==> config.mk <==
export PLATFORM = sky130hd
export DESIGN_NAME = dsi_line_scheduler_flat
export DESIGN_NICKNAME = d
export VERILOG_FILES = /design/src/rtl/dsi_line_scheduler_if.sv /design/src/rtl/dsi_line_scheduler.sv /design/src/flat_wrapper.sv
export SDC_FILE = /design/constraint.sdc
export NUM_CORES = 1
export LEC_CHECK = 0
export CORE_MARGIN = 2
export CORE_UTILIZATION = 50
export CTS_CLUSTER_SIZE = 24
export DETAILED_ROUTE_END_ITERATION = 10
export GPL_TIMING_DRIVEN = 0
export HOLD_SLACK_MARGIN = 0.03
export PLACE_DENSITY = 0.81
export SLEW_MARGIN = 20
export SYNTH_ARGS = -nofsm -noshare
export SYNTH_HDL_FRONTEND = slang
export SYNTH_SLANG_ARGS = --single-unit
==> constraint.sdc <==
create_clock -name clock -period 3 [get_ports clock]
set_input_delay 0.6 -clock clock [delete_from_list [all_inputs] [get_ports clock]]
set_output_delay 0.6 -clock clock [all_outputs]
set_load 0.05 [all_outputs]
==> src/rtl/dsi_line_scheduler_if.sv <==
// dsi_line_scheduler_if: SPI byte, line FIFO, DSI packet and status signals of the line scheduler
interface dsi_line_scheduler_if;
  logic [7:0] rx_byte_i;
  logic rx_valid_i;
  logic cs_active_i;
  logic fifo_wr_o;
  logic [7:0] fifo_wdata_o;
  logic fifo_flush_o;
  logic tx_ready_i;
  logic pkt_start_o;
  logic [7:0] pkt_dcs_o;
  logic [15:0] pkt_wc_o;
  logic pkt_done_i;
  logic [7:0] line_count_o;
  logic frame_active_o;
  logic frame_done_o;
  logic err_cmd_o;
  logic err_short_o;
  logic err_overflow_o;
  modport master (
    output rx_byte_i, rx_valid_i, cs_active_i, tx_ready_i, pkt_done_i,
    input fifo_wr_o, fifo_wdata_o, fifo_flush_o, pkt_start_o, pkt_dcs_o, pkt_wc_o,
    input line_count_o, frame_active_o, frame_done_o, err_cmd_o, err_short_o, err_overflow_o
  );
  modport slave (
    input rx_byte_i, rx_valid_i, cs_active_i, tx_ready_i, pkt_done_i,
    output fifo_wr_o, fifo_wdata_o, fifo_flush_o, pkt_start_o, pkt_dcs_o, pkt_wc_o,
    output line_count_o, frame_active_o, frame_done_o, err_cmd_o, err_short_o, err_overflow_o
  );
endinterface

==> src/rtl/dsi_line_scheduler.sv <==
// dsi_line_scheduler: steers SPI pixel lines into the line FIFO and requests one DCS write packet per line; define LINE_PAD_EN to zero-pad short lines instead of flushing them
module dsi_line_scheduler #(
  parameter int LINE_BYTES = 480,
  parameter int FRAME_LINES = 240,
  parameter logic [7:0] CMD_FRAME_START = 8'h3F,
  parameter logic [7:0] CMD_LINE = 8'h6B,
  parameter logic [7:0] DCS_START = 8'h2C,
  parameter logic [7:0] DCS_CONT = 8'h3C
) (
  input logic clock,
  input logic reset,
  dsi_line_scheduler_if.slave bus
);
  typedef enum logic [2:0] {IDLE, CMD, PAYLOAD, PAD, QUEUE, SEND, DISCARD} state_t;
  state_t state_q, state_d;
  logic armed_q, armed_d, frame_active_q, frame_active_d;
  logic [9:0] byte_cnt_q, byte_cnt_d;
  logic [7:0] line_cnt_q, line_cnt_d, dcs_q, dcs_d, pkt_dcs_q, pkt_dcs_d, fifo_wdata_q, fifo_wdata_d;
  logic [15:0] pkt_wc_q, pkt_wc_d;
  logic fifo_wr_q, fifo_wr_d, fifo_flush_q, fifo_flush_d, pkt_start_q, pkt_start_d;
  logic frame_done_q, frame_done_d, err_cmd_q, err_cmd_d, err_short_q, err_short_d, err_ovf_q, err_ovf_d;
  // next-state and registered-output computation; pulses default low, state defaults to hold
  always_comb begin
    state_d = state_q;
    armed_d = bus.cs_active_i ? armed_q : 1'b1;
    frame_active_d = frame_active_q;
    byte_cnt_d = byte_cnt_q;
    line_cnt_d = line_cnt_q;
    dcs_d = dcs_q;
    pkt_dcs_d = pkt_dcs_q;
    pkt_wc_d = pkt_wc_q;
    fifo_wdata_d = fifo_wdata_q;
    fifo_wr_d = 1'b0;
    fifo_flush_d = 1'b0;
    pkt_start_d = 1'b0;
    frame_done_d = 1'b0;
    err_cmd_d = 1'b0;
    err_short_d = 1'b0;
    err_ovf_d = 1'b0;
    case (state_q)
      IDLE: if (bus.cs_active_i && armed_q) begin
        state_d = CMD;
        armed_d = 1'b0;
      end
      CMD: if (bus.rx_valid_i) begin
        if (bus.rx_byte_i == CMD_FRAME_START) begin
          line_cnt_d = '0;
          frame_active_d = 1'b1;
          dcs_d = DCS_START;
          byte_cnt_d = '0;
          state_d = PAYLOAD;
        end else if (bus.rx_byte_i == CMD_LINE && frame_active_q) begin
          dcs_d = DCS_CONT;
          byte_cnt_d = '0;
          state_d = PAYLOAD;
        end else begin
          err_cmd_d = 1'b1;
          state_d = DISCARD;
        end
      end else if (!bus.cs_active_i) state_d = IDLE;
      PAYLOAD: begin
        byte_cnt_d = byte_cnt_q + 10'(bus.rx_valid_i);
        fifo_wr_d = bus.rx_valid_i;
        fifo_wdata_d = bus.rx_valid_i ? bus.rx_byte_i : fifo_wdata_q;
        if (byte_cnt_d == 10'(LINE_BYTES)) state_d = QUEUE;
        else if (!bus.cs_active_i) begin
          err_short_d = 1'b1;
`ifdef LINE_PAD_EN
          state_d = PAD;
`else
          fifo_flush_d = 1'b1;
          state_d = IDLE;
`endif
        end
      end
      PAD: begin
        byte_cnt_d = byte_cnt_q + 10'd1;
        fifo_wr_d = 1'b1;
        fifo_wdata_d = 8'h00;
        if (byte_cnt_d == 10'(LINE_BYTES)) state_d = QUEUE;
      end
      QUEUE: begin
        err_ovf_d = bus.rx_valid_i;
        if (bus.tx_ready_i) begin
          pkt_start_d = 1'b1;
          pkt_dcs_d = dcs_q;
          pkt_wc_d = 16'(LINE_BYTES + 1);
          state_d = SEND;
        end
      end
      SEND: begin
        err_ovf_d = bus.rx_valid_i;
        if (bus.pkt_done_i) begin
          line_cnt_d = line_cnt_q + 8'd1;
          frame_done_d = line_cnt_d == 8'(FRAME_LINES);
          frame_active_d = frame_active_q && !frame_done_d;
          state_d = IDLE;
        end
      end
      DISCARD: if (!bus.cs_active_i) state_d = IDLE;
      default: state_d = IDLE;
    endcase
  end
  // state and output registers with synchronous reset
  always_ff @(posedge clock) begin
    if (reset) begin
      state_q <= IDLE;
      armed_q <= 1'b0;
      frame_active_q <= 1'b0;
      byte_cnt_q <= '0;
      line_cnt_q <= '0;
      dcs_q <= '0;
      pkt_dcs_q <= '0;
      pkt_wc_q <= '0;
      fifo_wdata_q <= '0;
      fifo_wr_q <= 1'b0;
      fifo_flush_q <= 1'b0;
      pkt_start_q <= 1'b0;
      frame_done_q <= 1'b0;
      err_cmd_q <= 1'b0;
      err_short_q <= 1'b0;
      err_ovf_q <= 1'b0;
    end else begin
      state_q <= state_d;
      armed_q <= armed_d;
      frame_active_q <= frame_active_d;
      byte_cnt_q <= byte_cnt_d;
      line_cnt_q <= line_cnt_d;
      dcs_q <= dcs_d;
      pkt_dcs_q <= pkt_dcs_d;
      pkt_wc_q <= pkt_wc_d;
      fifo_wdata_q <= fifo_wdata_d;
      fifo_wr_q <= fifo_wr_d;
      fifo_flush_q <= fifo_flush_d;
      pkt_start_q <= pkt_start_d;
      frame_done_q <= frame_done_d;
      err_cmd_q <= err_cmd_d;
      err_short_q <= err_short_d;
      err_ovf_q <= err_ovf_d;
    end
  end
  assign bus.fifo_wr_o = fifo_wr_q;
  assign bus.fifo_wdata_o = fifo_wdata_q;
  assign bus.fifo_flush_o = fifo_flush_q;
  assign bus.pkt_start_o = pkt_start_q;
  assign bus.pkt_dcs_o = pkt_dcs_q;
  assign bus.pkt_wc_o = pkt_wc_q;
  assign bus.line_count_o = line_cnt_q;
  assign bus.frame_active_o = frame_active_q;
  assign bus.frame_done_o = frame_done_q;
  assign bus.err_cmd_o = err_cmd_q;
  assign bus.err_short_o = err_short_q;
  assign bus.err_overflow_o = err_ovf_q;
endmodule

==> src/flat_wrapper.sv <==
// flat-port wrapper written by rule: the top's interface ports become plain ports
module dsi_line_scheduler_flat 
#(
  parameter int LINE_BYTES = 480,
  parameter int FRAME_LINES = 240,
  parameter logic [7:0] CMD_FRAME_START = 8'h3F,
  parameter logic [7:0] CMD_LINE = 8'h6B,
  parameter logic [7:0] DCS_START = 8'h2C,
  parameter logic [7:0] DCS_CONT = 8'h3C
)
  (clock, reset, bus_rx_byte_i, bus_rx_valid_i, bus_cs_active_i, bus_tx_ready_i, bus_pkt_done_i, bus_fifo_wr_o, bus_fifo_wdata_o, bus_fifo_flush_o, bus_pkt_start_o, bus_pkt_dcs_o, bus_pkt_wc_o, bus_line_count_o, bus_frame_active_o, bus_frame_done_o, bus_err_cmd_o, bus_err_short_o, bus_err_overflow_o);
  dsi_line_scheduler_if bus_i ();
  input logic clock;
  input logic reset;
  input wire logic [$bits(bus_i.rx_byte_i)-1:0] bus_rx_byte_i;
  input wire logic [$bits(bus_i.rx_valid_i)-1:0] bus_rx_valid_i;
  input wire logic [$bits(bus_i.cs_active_i)-1:0] bus_cs_active_i;
  input wire logic [$bits(bus_i.tx_ready_i)-1:0] bus_tx_ready_i;
  input wire logic [$bits(bus_i.pkt_done_i)-1:0] bus_pkt_done_i;
  output wire logic [$bits(bus_i.fifo_wr_o)-1:0] bus_fifo_wr_o;
  output wire logic [$bits(bus_i.fifo_wdata_o)-1:0] bus_fifo_wdata_o;
  output wire logic [$bits(bus_i.fifo_flush_o)-1:0] bus_fifo_flush_o;
  output wire logic [$bits(bus_i.pkt_start_o)-1:0] bus_pkt_start_o;
  output wire logic [$bits(bus_i.pkt_dcs_o)-1:0] bus_pkt_dcs_o;
  output wire logic [$bits(bus_i.pkt_wc_o)-1:0] bus_pkt_wc_o;
  output wire logic [$bits(bus_i.line_count_o)-1:0] bus_line_count_o;
  output wire logic [$bits(bus_i.frame_active_o)-1:0] bus_frame_active_o;
  output wire logic [$bits(bus_i.frame_done_o)-1:0] bus_frame_done_o;
  output wire logic [$bits(bus_i.err_cmd_o)-1:0] bus_err_cmd_o;
  output wire logic [$bits(bus_i.err_short_o)-1:0] bus_err_short_o;
  output wire logic [$bits(bus_i.err_overflow_o)-1:0] bus_err_overflow_o;
  assign bus_i.rx_byte_i = bus_rx_byte_i;
  assign bus_i.rx_valid_i = bus_rx_valid_i;
  assign bus_i.cs_active_i = bus_cs_active_i;
  assign bus_i.tx_ready_i = bus_tx_ready_i;
  assign bus_i.pkt_done_i = bus_pkt_done_i;
  assign bus_fifo_wr_o = bus_i.fifo_wr_o;
  assign bus_fifo_wdata_o = bus_i.fifo_wdata_o;
  assign bus_fifo_flush_o = bus_i.fifo_flush_o;
  assign bus_pkt_start_o = bus_i.pkt_start_o;
  assign bus_pkt_dcs_o = bus_i.pkt_dcs_o;
  assign bus_pkt_wc_o = bus_i.pkt_wc_o;
  assign bus_line_count_o = bus_i.line_count_o;
  assign bus_frame_active_o = bus_i.frame_active_o;
  assign bus_frame_done_o = bus_i.frame_done_o;
  assign bus_err_cmd_o = bus_i.err_cmd_o;
  assign bus_err_short_o = bus_i.err_short_o;
  assign bus_err_overflow_o = bus_i.err_overflow_o;
  dsi_line_scheduler #(.LINE_BYTES(LINE_BYTES), .FRAME_LINES(FRAME_LINES), .CMD_FRAME_START(CMD_FRAME_START), .CMD_LINE(CMD_LINE), .DCS_START(DCS_START), .DCS_CONT(DCS_CONT)) u_core (.clock(clock), .reset(reset), .bus(bus_i));
endmodule
### Word level (Yosys, flattened, before mapping)

Index checks and enable logic that the tools add are counted.

* bits in registers: 54
* input port bits: 14
* logic and storage cells: 98

* bitwise gates (word level): 7
* equality and inequality tests: 19
* muxes and demuxes: 33
* add/sub/neg operators: 3
* reduce and logical (&&, ||, !) cells: 21

Operator list (count)
* $mux 8: 6
* $pmux 8 s2: 2
* $mux 10: 3
* $pmux 10 s3: 1
* $mux 3: 9
* $pmux 3 s7: 1
* $eq 10x9->1 const B: 2
* $add 10x1->10: 1
* $add 10x1->10 const B: 1
* $eq 3x3->1 const B: 3
* $mux 1: 9
* $add 8x1->8 const B: 1
* $eq 8x6->1 const B: 1
* $eq 8x7->1 const B: 1
* $eq 8x8->1 const B: 1
* $ne 2x2->1 const B: 4
* $reduce_and 4->1: 2
* $not 1->1: 7
* $eq 3x2->1 const B: 2
* $ne 2x1->1 const B: 3
* $reduce_and 3->1: 2
* $reduce_bool 2->1: 3
* $reduce_or 2->1: 3
* $reduce_or 3->1: 2
* other kinds (9): 13

### Depth between registers and ports, before layout

Gate-level depths: netlist (run 1).

* depth in word-level cells: 6
* depth in mapped cells: 8

### Worst setup path before layout (run 1)

No wires, ideal clock.

* path type: input-to-reg
* start: input port bus_rx_valid_i
* end: register u_core.state_q[1]
* setup slack: 542 ps
* arrival: 2342 ps
* library setup time: 116 ps
* buffers on the path: 0
* stages: 8
* cells stage by stage: ha_1 ha_1 nor3_1 a31oi_1 or4b_1 a2111oi_4 nand2b_1 a41o_1

* cells in the longest elaborated chain, start to end: 4
* elaborated cells between the ends (all ways): 5
* those cells by class: add/sub (1); eq/ne (1); mux (3)

Ends and longest elaborated chain
* from (decl): line flat_wrapper.sv:16 `input wire logic [$bits(bus_i.rx_valid_i)-1:0] bus_rx_valid_i;`
* $add 10x1->10: line dsi_line_scheduler.sv:62 `byte_cnt_d = byte_cnt_q + 10'(bus.rx_valid_i);`
* $eq 10x9->1: line dsi_line_scheduler.sv:65 `if (byte_cnt_d == 10'(LINE_BYTES)) state_d = QUEUE;`
* $mux 3: line dsi_line_scheduler.sv:65
* $pmux 3 s7 *: line dsi_line_scheduler.sv:40 `case (state_q)`
* to (signal assigned): line dsi_line_scheduler.sv:124 `state_q <= state_d;`
* to (decl): line dsi_line_scheduler.sv:15 `state_t state_q, state_d;`

Every way passes the cells marked *; elsewhere a longest branch is shown, timed or not.
A chain may end at the register's enable or synchronous reset.

### Worst setup path in the final report (run 1)

* start: input port bus_rx_valid_i
* end: register u_core.state_q[2]

Same word-level chain as after synthesis.

==> impl_summary.txt, run 1 <==
----------------------------------------------------
[STA]
  Setup Skew ... about 0.0096 ns
  Final max-slew violation count ... 0
  Worst Max-Slew Pin Slew ... between 0.6 and 0.7 ns
  TNS Setup ... 0 ns
  Final Hold Violating Endpoints ... 0
  Post-route fraction of the period consumed by the critical path ... 0.844
  Fin crit period ... about 2.5 ns
  RSZ-0062 raised after global routing ... no
  Final number of setup-violating endpoints ... 0
  Achievable Freq ... roughly 400 MHz
  Worst relative slew slack ... 0.556

[Setup path]
  Startpoint types ... input pin
  Critical path peak fanout ... 7
  Delay of the slowest cell on the worst path ... around 0.53 ns
  Category of the critical setup timing path ... in2reg
  Data arrival at the endpoint of the critical path ... 2.75 ns
  CP max-delay cell ... sky130_fd_sc_hd__or4b_1
  Element type at the critical path end ... flip-flop
  Critical path's most frequent cell ... sky130_fd_sc_hd__ha_1
  Cell Chain, Critical Path ... dlymetal6s2s_1 > ha_1 > ha_1 > nor3_1 > a31oi_1 > or4b_1 > a2111oi_4 > nand3_2 > a221oi_2
  Req. time, crit path ... around 3.2 ns
  Cell count of the worst reg-to-reg path ... 7

[Power and ir drop]
  NetSw ... between 0.5 and 0.6 mW
  P per Cell Area ... roughly 460 nW/um^2
  Clock power frac ... 0.248
  Power, Total ... 1.49 mW
  Maximum resistive drop on vdd ... 0.408 mV
  Comb pwr share ... 0.342
  Static leakage power ... 1.17 nW
  Sequential share of power ... 0.410
  Internal power component ... 0.920 mW
  Fraction of power spent switching nets ... 0.383

[Synth]
  Most used flip-flop cell after synthesis ... sky130_fd_sc_hd__dfxtp_1
  Yosys top cell area share ... 0.332
  Cell taking the most area after synthesis ... sky130_fd_sc_hd__dfxtp_1
  Yosys warns ... 0
  EDFF count, synth ... 0
  Yosys reg bits ... 42
  Share of the yosys chip area belonging to registers ... 0.332
  Share of async-settable or async-resettable flops after synthesis ... 0
  Post-Syn Area ... 2540 um^2
  Post-Syn Instances ... about 320
  Most area-consuming cells after synthesis ... sky130_fd_sc_hd__dfxtp_1 (33%), sky130_fd_sc_hd__buf_4 (7.1%), sky130_fd_sc_hd__nor2_1 (6.2%)
  Average instance area after synthesis ... 7.85 um^2
  Number of unique standard cell types used by synthesis ... 52

[Detailed routing]
  Detailed-route DRC error count ... 0
  Via count of the routed design ... ~2600
  Number of vias per cell after detailed routing ... about 5.6
  Violation count after the first detailed-routing iteration ... about 260
  Antenna Nets Post-Route ... 0
  Total detailed-routing wirelength ... 6740 um
  Drt pass-1 iters ... 5
  WL/cell ... 14.8 um

[Min path]
  Hold path cells ... 2
  Class of the most critical hold timing path ... reg2reg

[Clocking]
  CTS H-Tree Depth ... 2
  Clock latency on the worst-skew pair ... 0.31 ns
  Clock-pin slew on the worst setup and hold paths ... ~0.080 ns
  Clock root cell ... sky130_fd_sc_hd__clkbuf_8
  TritonCTS Buffers ... 5
  Maximum number of buffers from clock root to sink ... 2
  # Post-CTS Setup Buffers ... 0
  Number of clock sinks ... 42
  Number of buffers added to fix hold violations after cts ... 0
  CTS tree ... yes

[GRT]
  Antenna violations before repair ... 0
  Overall Global Routing Usage ... 0.247
  First-pass GRT wire length ... about 11000 um
  Via count of the first global-routing pass ... approximately 2300
  Pin count of the biggest net entering global routing ... 15
  Total overflow reported by the global router ... 0

[Floorplan]
  Area of the die ... about 5700 um^2
  Rows ... 25
  Core ar. ... slightly below 5000 um^2
  Overall die width ... around 75 um
  Num ports ... 62
  Height of the die ... about 75 um
  Initial core utilization ... 0.526

[Place]
  Count of input and output buffers ... 45
  Area post-placement ... 3120 um^2
  Cell count after placement ... ~450
  Post-DP HPWL ... ~5000 um
  Final RePlAce weighted congestion ... approximately 0.9

[Layout]
  Core occupancy in the finished layout ... 0.668
  Fill count ... around 420
  Fin nets ... 408
  Ratio of cells with drive above 1 in the final layout ... 0.115
  Number of diodes added for antenna fixing ... 0
  P&R area growth vs syn ... 26.8%
  Final instance count without filler cells ... 457
  Finished Cell Area ... between 3000 and 4000 um^2

[Status]
  Run status ... finished clean

[Run]
  Max cap viols ... 0

----------------------------------------------------
-- synth_stat cells (all sizes together) (7+ instances only) --
library cell  count
a21oi            28
buf              28
clkbuf           12
nor2             42
a31oi             8
nand2            19
nor3              8
a22oi             7
dfxtp            42
nand2b           10
o21ai            21
nand3            16
-- cell families after synthesis --
| kind of cell | count (synthesis) | share of synthesized area |
|---|---|---|
| other cells | 1 | 0.00148 |
| flops | 42 | 0.332 |
| fa+ha+maj | 5 | 0.0247 |
| compound gates | 84 | 0.215 |
| buf+inv | 45 | 0.104 |
| xor+xnor | 4 | 0.0138 |
| mux | 7 | 0.0281 |
| simple gates | 135 | 0.281 |
-- power groups by stage --
| stage | Combinational (mW) | Clock (mW) | Sequential (mW) |
|---|---|---|---|
| final | 0.510 | 0.370 | 0.611 |
| after global routing | 0.545 | 0.393 | 0.615 |
| after CTS | 0.502 | 0.374 | 0.610 |
| after detailed placement | 0.495 | 0 | 0.622 |
| after global placement | 0.490 | 0 | 0.621 |
| after floorplan | 0.325 | 0 | 0.664 |
-- worst paths after layout --
kind / to / slack [ns] / startpoint
setup / recovery: u_core.state_q[2] / 0.47 / bus_rx_valid_i
hold / removal: u_core.dcs_q[3] / 0.45 / u_core.dcs_q[3]
setup reg to reg: u_core.state_q[2] / 0.54 / u_core.byte_cnt_q[0]
hold reg to reg: u_core.dcs_q[3] / 0.45 / u_core.dcs_q[3]
-- critical path: cells and delay by family --
kind	cells	cell delay, ns
simple gates	3	0.82
compound gates	3	0.61
fa+ha+maj	2	0.52
buf+inv	1	0.20
-- area by class of cell --
class,instances,area (um^2),share of cell area
clock buffer,5,68.8,0.0214
timing repair buffer,45,453,0.141
clock inverter,3,21.3,0.00661
tap,67,83.8,0.0261
inverter,5,18.8,0.00584
sequential,42,841,0.261
buffer,40,245,0.0763
multi-input combinational,250,1480,0.461
-- per-layer routing --
layer  track usage  vias to the layer above  share of wire
met5             0                        -              0
met1         0.320                     1183           0.44
met3        0.0388                       20          0.051
met4        0.0858                        0          0.020
met2         0.418                       96           0.49
li1              -                     1256              -
-- metrics by stage --
stage               setup WS, ns  hold slack, ns
floorplan                  0.542           0.425
global placement          -0.231           0.436
detailed placement        -0.287           0.442
CTS                       0.0386           0.452
global route               0.270           0.491
finish                     0.467           0.452
-- layout by cell type (no fill, tap or decap), drive strengths merged, types with 2 or more instances in the layout --
| cell | count |
|---|---|
| clkdlybuf4s50 | 44 |
| inv | 4 |
| nor2 | 42 |
| dfxtp | 42 |
| buf | 28 |
| nor4 | 2 |
| o31ai | 2 |
| a21oi | 28 |
| nand2 | 19 |
| xnor2 | 4 |
| nand3 | 16 |
| or4 | 2 |
| and3 | 3 |
| nor2b | 6 |
| nor4b | 2 |
| nand3b | 2 |
| o21ai | 21 |
| nand2b | 10 |
| nand4 | 5 |
| a211oi | 3 |
| a2111oi | 3 |
| or3 | 2 |
| nor3b | 5 |
| ha | 5 |
| clkinv | 3 |
| clkbuf | 17 |
| a22oi | 7 |
| mux2i | 6 |
| a311oi | 5 |
| nor3 | 8 |
| a31oi | 8 |
| and2 | 5 |
| conb | 15 |
-- flip-flops by register name (all words and copies together) (netlist names) --
name	flops
u_core.armed_q	1
u_core.bus.err_cmd_o	1
u_core.bus.err_overflow_o	1
u_core.bus.fifo_flush_o	1
u_core.bus.fifo_wdata_o	8
u_core.bus.fifo_wr_o	1
u_core.bus.frame_active_o	1
u_core.bus.frame_done_o	1
u_core.bus.line_count_o	8
u_core.bus.pkt_dcs_o	2
u_core.bus.pkt_start_o	1
u_core.bus.pkt_wc_o	1
u_core.byte_cnt_q	10
u_core.dcs_q	2
u_core.state_q	3
-- timing repair --
item	CTS	global route
setup endpoints to repair	0	2
resized for setup	0	1
endpoints found under the hold margin	0	0
No activity file was read; power rests on OpenSTA's default activity.
==> inputs of run 2 (changes only) <==
CORE_UTILIZATION = 45   (was 50)
PLACE_DENSITY = 0.77   (was 0.81)
clock period = 2.09 ns   (was 3 ns; I/O delays follow)
==> run 2 against run 1 <==
Against the previous run: the run now ends with setup timing left; wire length rose by 1.7%; via count rose by 2.3%; first-iteration DRC count fell by 24%; non-clock buffer count rose by 12; setup slack got worse by 0.50 ns; die area rose by 11%; global-route usage fell by 3.4 points; clock power rose by 38%; final cell count rose by 3.5%; count of clock-buffer cells in the layout rose by 1; sequential power rose by 46%; largest cell class unchanged.
==> impl_summary.txt, run 2 (synthesis gave the netlist of run 1 again) <==
----------------------------------------------------
[Floorplan]
  Initial core utilization ... 0.463 (was 0.526)
  Rows ... 27 (was 25)
  Core ar. ... 5470 um^2 (was 4820 um^2)
  Num ports ... 62 (unchanged)
  Area of the die ... 6250 um^2 (was 5660 um^2)
  Height of the die ... 79.1 um (was 75.2 um)
  Overall die width ... 79.1 um (was 75.2 um)

[Status]
  Failing checks ... setup timing
  Run status ... finished, violations left (was finished clean)

[Setup path]
  Cell Chain, Critical Path ... buf_4 > buf_4 > nand2_1 > or4_1 > a2111oi_4 > a31oi_1 > a41o_1 (was dlymetal6s2s_1 > ha_1 > ha_1 > nor3_1 > a31oi_1 > or4b_1 > a2111oi_4 > nand3_2 > a221oi_2)
  Req. time, crit path ... 2.29 ns (was 3.22 ns)
  Cell family with most CP delay ... compound AO/OA/AOI/OAI gates (was simple AND/OR/NAND/NOR gates)
  CP max-delay cell ... sky130_fd_sc_hd__or4_1 (was sky130_fd_sc_hd__or4b_1)
  Setup slack on the worst flop-to-flop path ... -0.03 ns (was 0.54 ns)
  Element type at the critical path end ... flip-flop (unchanged)
  Worst Setup SP ... u_core.byte_cnt_q[0] (was bus_rx_valid_i)
  Startpoint types ... flip-flop (was input pin)
  Startpoint of the worst register-to-register path ... u_core.byte_cnt_q[0] (unchanged)
  Data arrival at the endpoint of the critical path ... 2.32 ns (was 2.75 ns)
  Terminus of the critical flop-to-flop path ... u_core.state_q[1] (was u_core.state_q[2])
  Buf+Inv Stages, Crit Path ... 2 (was 1)
  Critical path's most frequent cell ... sky130_fd_sc_hd__buf_4 (was sky130_fd_sc_hd__ha_1)
  Cell count of the worst reg-to-reg path ... 7 (unchanged)
  Delay of the slowest cell on the worst path ... 0.53 ns (about the same)
  Critical path peak fanout ... 5 (was 7)
  Category of the critical setup timing path ... reg2reg (was in2reg)

[Min path]
  Class of the most critical hold timing path ... reg2reg (unchanged)
  Critical hold path startpoint ... u_core.dcs_q[3] (unchanged)
  Hold Path End ... u_core.dcs_q[3] (unchanged)
  Hold path cells ... 2 (unchanged)

[GRT]
  Pin count of the biggest net entering global routing ... 13 (was 15)
  Total overflow reported by the global router ... 0 (unchanged)
  Via count of the first global-routing pass ... 2319 (was 2322)
  First-pass GRT wire length ... 10700 um (about the same)
  Antenna violations before repair ... 0 (unchanged)
  Overall Global Routing Usage ... 0.213 (was 0.247)

[STA]
  Setup Skew ... 0.00867 ns (was 0.00962 ns)
  Worst Max-Slew Pin Slew ... 0.607 ns (was 0.661 ns)
  TNS Setup ... -0.0502 ns (was 0 ns)
  Achievable Freq ... roughly 470 MHz
  RSZ-0062 raised after global routing ... yes (was no)
  Final Hold Violating Endpoints ... 0 (unchanged)
  Final max-slew violation count ... 0 (unchanged)
  Post-route fraction of the period consumed by the critical path ... 1.02
  Worst relative slew slack ... 0.595 (was 0.556)
  PnR worst setup slack ... -0.0342 ns (was 0.467 ns)
  Final number of setup-violating endpoints ... 2 (was 0)
  Fin crit period ... roughly 2.1 ns

[Place]
  Pre-CTS setup slack ... -0.789 ns (was -0.287 ns)
  Final RePlAce weighted congestion ... 0.890 (was 0.902)
  Post-DP HPWL ... 4630 um (was 5000 um)
  Count of input and output buffers ... 45 (unchanged)

[Clocking]
  TritonCTS Buffers ... 5 (unchanged)
  Clock latency on the worst-skew pair ... 0.30 ns (was 0.31 ns)
  CTS H-Tree Depth ... 2 (unchanged)
  Number of buffers added to fix hold violations after cts ... 0 (unchanged)
  Clock-pin slew on the worst setup and hold paths ... 0.08 ns (about the same)
  Maximum number of buffers from clock root to sink ... 2 (unchanged)
  CTS tree ... yes (unchanged)
  Number of clock sinks ... 42 (unchanged)
  Clock root cell ... sky130_fd_sc_hd__clkbuf_8 (unchanged)

[Layout]
  Highest-count cells in the layout ignoring fill and taps ... sky130_fd_sc_hd__nor2_1 (42), sky130_fd_sc_hd__dfxtp_1 (39), sky130_fd_sc_hd__buf_4 (38) (was sky130_fd_sc_hd__clkdlybuf4s50_1 (44), sky130_fd_sc_hd__nor2_1 (42), sky130_fd_sc_hd__dfxtp_1 (42))
  P&R area growth vs syn ... 36.9% (was 26.8%)
  Fill count ... 456 (was 418)
  Number of diodes added for antenna fixing ... 0 (unchanged)
  Fin nets ... 420 (was 408)
  Ratio of cells with drive above 1 in the final layout ... 0.204 (was 0.115)
  FF+latch area ... 850 um^2 (was 841 um^2)
  Flip-flop count of the largest register after layout ... 10 (unchanged)
  Most common library cell in the layout ignoring fill and taps ... sky130_fd_sc_hd__nor2_1 (was sky130_fd_sc_hd__clkdlybuf4s50_1)
  Combined area of the multi-input logic cells ... 1620 um^2 (was 1480 um^2)
  Largest reg by FF count ... u_core.byte_cnt_q (unchanged)

[Power and ir drop]
  Maximum resistive drop on vdd ... 0.360 mV (was 0.408 mV)
  NetSw ... 0.836 mW (was 0.570 mW)
  Internal power component ... 1.37 mW (was 0.920 mW)
  Clock power frac ... 0.230 (was 0.248)
  P per Cell Area ... 637 nW/um^2 (was 463 nW/um^2)
  Power, Total ... 2.21 mW (was 1.49 mW)
  Fraction of power spent switching nets ... 0.378 (was 0.383)
  Static leakage power ... 1.35 nW (was 1.17 nW)
  Sequential share of power ... 0.405 (was 0.410)
  Comb pwr share ... 0.365 (was 0.342)

[Detailed routing]
  Violation count after the first detailed-routing iteration ... 200 (was 262)
  Number of vias per cell after detailed routing ... 5.52 (was 5.59)
  Total detailed-routing wirelength ... 6860 um (was 6740 um)
  WL/cell ... 14.5 um (was 14.8 um)
  Drt pass-1 iters ... 5 (unchanged)
  Antenna Nets Post-Route ... 0 (unchanged)
  Via count of the routed design ... 2613 (was 2555)
  Detailed-route DRC error count ... 0 (unchanged)

[Run]
  Max cap viols ... 0 (unchanged)

----------------------------------------------------
-- run 2: per-stage QoR --
stage / util / area, um^2 / std cells / hold WS, ns
after floorplan: - / 2600 / 337 / 0.425
after global placement: 0.575 / 3140 / 454 / 0.436
after CTS: 0.608 / 3330 / 469 / 0.462
after detailed placement: 0.575 / 3140 / 454 / 0.450
after global routing: 0.634 / 3470 / 473 / 0.486
final: 0.634 / 3470 / 473 / 0.458
-- run 2: worst register-to-register path, stage by stage (launching register included) --
cell                        delay [ns]
sky130_fd_sc_hd__dfxtp_4          0.37
sky130_fd_sc_hd__buf_4            0.12
sky130_fd_sc_hd__buf_4            0.13
sky130_fd_sc_hd__nand2_1          0.09
sky130_fd_sc_hd__or4_1            0.53
sky130_fd_sc_hd__a2111oi_4        0.42
sky130_fd_sc_hd__a31oi_1          0.14
sky130_fd_sc_hd__a41o_1           0.22
-- run 2: worst max-delay path by stage --
| stage | to | slack (ns) | depth (start not counted) |
|---|---|---|---|
| after floorplan | u_core.state_q[1] | 0.006 | 8 |
| after global routing | u_core.state_q[2] | -0.14 | 8 |
| after global placement | u_core.state_q[1] | -0.75 | 7 |
| final | u_core.state_q[1] | -0.03 | 7 |
| after detailed placement | u_core.state_q[1] | -0.79 | 7 |
| after CTS | u_core.state_q[1] | -0.08 | 8 |
-- run 2: repair_timing --
item,in CTS,in global routing
gates resized for setup,12,33
pin swaps,4,9
cloned,0,0
setup endpoints to repair,15,26
setup buffers,8,5
-- run 2: layout make-up --
cell class                      instances  share of cell area
Clock inverter                          1             0.00216
Tap cell                               72              0.0259
Clock buffer                            6              0.0209
Timing Repair Buffer                   58               0.162
Sequential cell                        42               0.245
Inverter                                5             0.00649
Buffer                                 39              0.0706
Multi-Input combinational cell        250               0.467
-- run 2: power groups by stage --
stage | combinational (mW) | sequential [mW] | clock, mW
floorplan | 0.468 | 0.954 | 0
detailed placement | 0.706 | 0.891 | 0
global route | 0.855 | 0.899 | 0.557
global placement | 0.699 | 0.892 | 0
finish | 0.806 | 0.895 | 0.509
CTS | 0.748 | 0.870 | 0.510
-- run 2: routing by layer --
| metal | GRT usage | up-vias | wire, um |
|---|---|---|---|
| li1 | - | 1281 | - |
| met1 | 0.289 | 1212 | 3050 |
| met2 | 0.339 | 107 | 3200 |
| met3 | 0.0352 | 13 | 473 |
| met4 | 0.0828 | 0 | 131 |
| met5 | 0 | - | 0 |
==> inputs of run 3 (changes only) <==
SETUP_SLACK_MARGIN = 0.1   (was unset)
==> run 3 against run 2 <==
Against the previous run: the run still ends with setup timing left; sequential cell count stayed put; total power is 4.9% higher; wire length is 3.0% lower; critical endpoint is now u_core.state_q[2].
==> impl_summary.txt, run 3 (synthesis gave the netlist of run 1 again) <==
----------------------------------------------------
[Status]
  Run status ... finished, violations left (unchanged)
  Failing checks ... setup timing (unchanged)

[GRT]
  Antenna violations before repair ... 0 (unchanged)
  Total overflow reported by the global router ... 0 (unchanged)
  Overall Global Routing Usage ... 0.212 (was 0.213)
  Pin count of the biggest net entering global routing ... 14 (was 13)
  Via count of the first global-routing pass ... 2274 (was 2319)
  First-pass GRT wire length ... 10700 um (unchanged)

[Place]
  Final RePlAce weighted congestion ... 0.930 (was 0.890)
  Post-DP HPWL ... 4720 um (was 4630 um)
  Count of input and output buffers ... 45 (unchanged)

[Layout]
  Highest-count cells in the layout ignoring fill and taps ... sky130_fd_sc_hd__nor2_1 (42), sky130_fd_sc_hd__dfxtp_1 (39), sky130_fd_sc_hd__buf_4 (27), sky130_fd_sc_hd__clkdlybuf4s50_1 (27), sky130_fd_sc_hd__a21oi_1 (25) (was sky130_fd_sc_hd__nor2_1 (42), sky130_fd_sc_hd__dfxtp_1 (39), sky130_fd_sc_hd__buf_4 (38))
  Number of diodes added for antenna fixing ... 0 (unchanged)
  Core occupancy in the finished layout ... 0.628 (was 0.634)
  Largest reg by FF count ... u_core.byte_cnt_q (unchanged)
  Fill count ... 499 (was 456)
  P&R area growth vs syn ... 35.6% (was 36.9%)
  FF+latch area ... 850 um^2 (unchanged)
  Most common library cell in the layout ignoring fill and taps ... sky130_fd_sc_hd__nor2_1 (unchanged)
  Ratio of cells with drive above 1 in the final layout ... 0.197 (was 0.204)
  Fin nets ... 414 (was 420)
  Flip-flop count of the largest register after layout ... 10 (unchanged)
  Combined area of the multi-input logic cells ... 1610 um^2 (was 1620 um^2)

[Detailed routing]
  Violation count after the first detailed-routing iteration ... 280 (was 200)
  Number of vias per cell after detailed routing ... 5.62 (was 5.52)
  Detailed-route DRC error count ... 0 (unchanged)
  Via count of the routed design ... 2630 (was 2613)
  Total detailed-routing wirelength ... 6650 um (was 6860 um)
  WL/cell ... 14.2 um (was 14.5 um)
  Drt pass-1 iters ... 5 (unchanged)
  Antenna Nets Post-Route ... 0 (unchanged)

[Floorplan]
  Num ports ... 62 (unchanged)
  Height of the die ... 79.1 um (unchanged)
  Initial core utilization ... 0.463 (unchanged)
  Rows ... 27 (unchanged)
  Core ar. ... 5470 um^2 (unchanged)
  Overall die width ... 79.1 um (unchanged)
  Area of the die ... 6250 um^2 (unchanged)

[Power and ir drop]
  Clock power frac ... 0.276 (was 0.230)
  Comb pwr share ... 0.348 (was 0.365)
  Sequential share of power ... 0.376 (was 0.405)
  Fraction of power spent switching nets ... 0.360 (was 0.378)
  NetSw ... 0.834 mW (was 0.836 mW)
  Power, Total ... 2.32 mW (was 2.21 mW)
  Internal power component ... 1.48 mW (was 1.37 mW)
  Static leakage power ... 1.39 nW (was 1.35 nW)
  Maximum resistive drop on vdd ... 0.418 mV (was 0.360 mV)
  P per Cell Area ... 674 nW/um^2 (was 637 nW/um^2)

[Setup path]
  Terminus of the critical flop-to-flop path ... u_core.state_q[2] (was u_core.state_q[1])
  Startpoint types ... flip-flop (unchanged)
  CP max-delay cell ... sky130_fd_sc_hd__or4b_4 (was sky130_fd_sc_hd__or4_1)
  Cell Chain, Critical Path ... ha_4 > ha_4 > nor3_2 > a31oi_1 > or4b_4 > a2111oi_4 > nand3_2 > a221oi_2 (was buf_4 > buf_4 > nand2_1 > or4_1 > a2111oi_4 > a31oi_1 > a41o_1)
  Data arrival at the endpoint of the critical path ... 2.33 ns (was 2.32 ns)
  Setup slack on the worst flop-to-flop path ... -0.03 ns (about the same)
  Startpoint of the worst register-to-register path ... u_core.byte_cnt_q[0] (unchanged)
  Req. time, crit path ... 2.30 ns (was 2.29 ns)
  Critical path peak fanout ... 4 (was 5)
  Category of the critical setup timing path ... reg2reg (unchanged)
  Element type at the critical path end ... flip-flop (unchanged)
  Cell family with most CP delay ... simple AND/OR/NAND/NOR gates (was compound AO/OA/AOI/OAI gates)
  Cell count of the worst reg-to-reg path ... 8 (was 7)
  Buf+Inv Stages, Crit Path ... 0 (was 2)
  Critical path's most frequent cell ... sky130_fd_sc_hd__ha_4 (was sky130_fd_sc_hd__buf_4)
  Delay of the slowest cell on the worst path ... 0.51 ns (was 0.53 ns)

[STA]
  PnR worst setup slack ... -0.0260 ns (was -0.0342 ns)
  Worst Max-Slew Pin Slew ... 0.562 ns (was 0.607 ns)
  Post-route fraction of the period consumed by the critical path ... 1.01 (was 1.02)
  Setup Skew ... 0.00764 ns (was 0.00867 ns)
  Achievable Freq ... 473 MHz (was 471 MHz)
  Final max-slew violation count ... 0 (unchanged)
  Worst relative slew slack ... 0.621 (was 0.595)
  RSZ-0062 raised after global routing ... yes (unchanged)
  Final Hold Violating Endpoints ... 0 (unchanged)
  Fin crit period ... 2.12 ns (about the same)
  Final number of setup-violating endpoints ... 2 (unchanged)
  TNS Setup ... -0.0479 ns (was -0.0502 ns)

[Clocking]
  Maximum number of buffers from clock root to sink ... 2 (unchanged)
  Clock root cell ... sky130_fd_sc_hd__clkbuf_8 (unchanged)
  CTS tree ... yes (unchanged)
  CTS H-Tree Depth ... 2 (unchanged)
  TritonCTS Buffers ... 5 (unchanged)
  Clock latency on the worst-skew pair ... 0.29 ns (was 0.30 ns)
  Clock-pin slew on the worst setup and hold paths ... 0.08 ns (about the same)
  Number of buffers added to fix hold violations after cts ... 0 (unchanged)
  Number of clock sinks ... 42 (unchanged)

[Min path]
  Class of the most critical hold timing path ... in2reg (was reg2reg)
  Hold path cells ... 3 (was 2)
  Critical hold path startpoint ... bus_rx_byte_i[1] (was u_core.dcs_q[3])
  Hold Path End ... u_core.bus.fifo_wdata_o[1] (was u_core.dcs_q[3])

[Run]
  Max cap viols ... 0 (unchanged)

----------------------------------------------------
==> run 3: worst max-delay path by stage <==
stage          slack, ns            startpoint  cells past startpoint                end
4_1_cts            -0.08  u_core.byte_cnt_q[0]                      8  u_core.state_q[1]
2_1_floorplan       0.04        bus_rx_valid_i                      8  u_core.state_q[1]
5_1_grt            -0.14  u_core.byte_cnt_q[2]                      6  u_core.state_q[2]
3_3_place_gp       -0.77        bus_rx_valid_i                      9  u_core.state_q[1]
3_5_place_dp       -0.81        bus_rx_valid_i                      9  u_core.state_q[1]
6_report           -0.03  u_core.byte_cnt_q[0]                      8  u_core.state_q[2]
==> run 3: power by group through the flow <==
stage / clock network [mW] / registers (mW) / logic (mW)
floorplan: 0 / 0.955 / 0.471
global placement: 0 / 0.894 / 0.708
detailed placement: 0 / 0.893 / 0.715
CTS: 0.644 / 0.870 / 0.757
global route: 0.680 / 0.876 / 0.866
finish: 0.639 / 0.872 / 0.807
==> run 3: timing repair <==
item | in CTS | in global routing
pin swaps | 5 | 8
endpoints found under the setup margin | 27 | 29
endpoints found under the hold margin | 0 | 0
resized for setup | 28 | 33
setup buffers | 6 | 0
==> run 3: layout make-up <==
class / instances / share of cell area
plain buffers: 40 / 0.0731
multi-input cells: 250 / 0.469
inverters: 5 / 0.00582
flip-flops and latches: 42 / 0.247
clock inverters: 2 / 0.0109
repair buffers: 51 / 0.147
clock buffers: 6 / 0.0211
well taps: 72 / 0.0262
==> run 3: worst reg2reg max path: cells and delay by family, from the launching register on <==
| kind | cells | cell delay [ns] |
|---|---|---|
| compound gates | 3 | 0.60 |
| flops | 1 | 0.36 |
| fa+ha+maj | 2 | 0.34 |
| simple gates | 3 | 0.73 |
==> run 3: stage by stage <==
step           hold WS, ns  instances  area (um^2)  worst slack (ns)
2_1_floorplan        0.425        337         2620            0.0373
3_3_place_gp         0.438        454         3160            -0.772
3_5_place_dp         0.445        454         3160            -0.809
4_1_cts              0.455        468         3360           -0.0836
5_1_grt              0.445        468         3440            -0.139
6_report             0.419        468         3440           -0.0260
==> run 3: metal layers <==
| layer | GRT usage | routed length, um | up-vias |
|---|---|---|---|
| li1 | - | - | 1271 |
| met1 | 0.302 | 2960 | 1203 |
| met2 | 0.324 | 3070 | 145 |
| met3 | 0.0364 | 529 | 11 |
| met4 | 0.0759 | 91 | 0 |
| met5 | 0 | 0 | - |
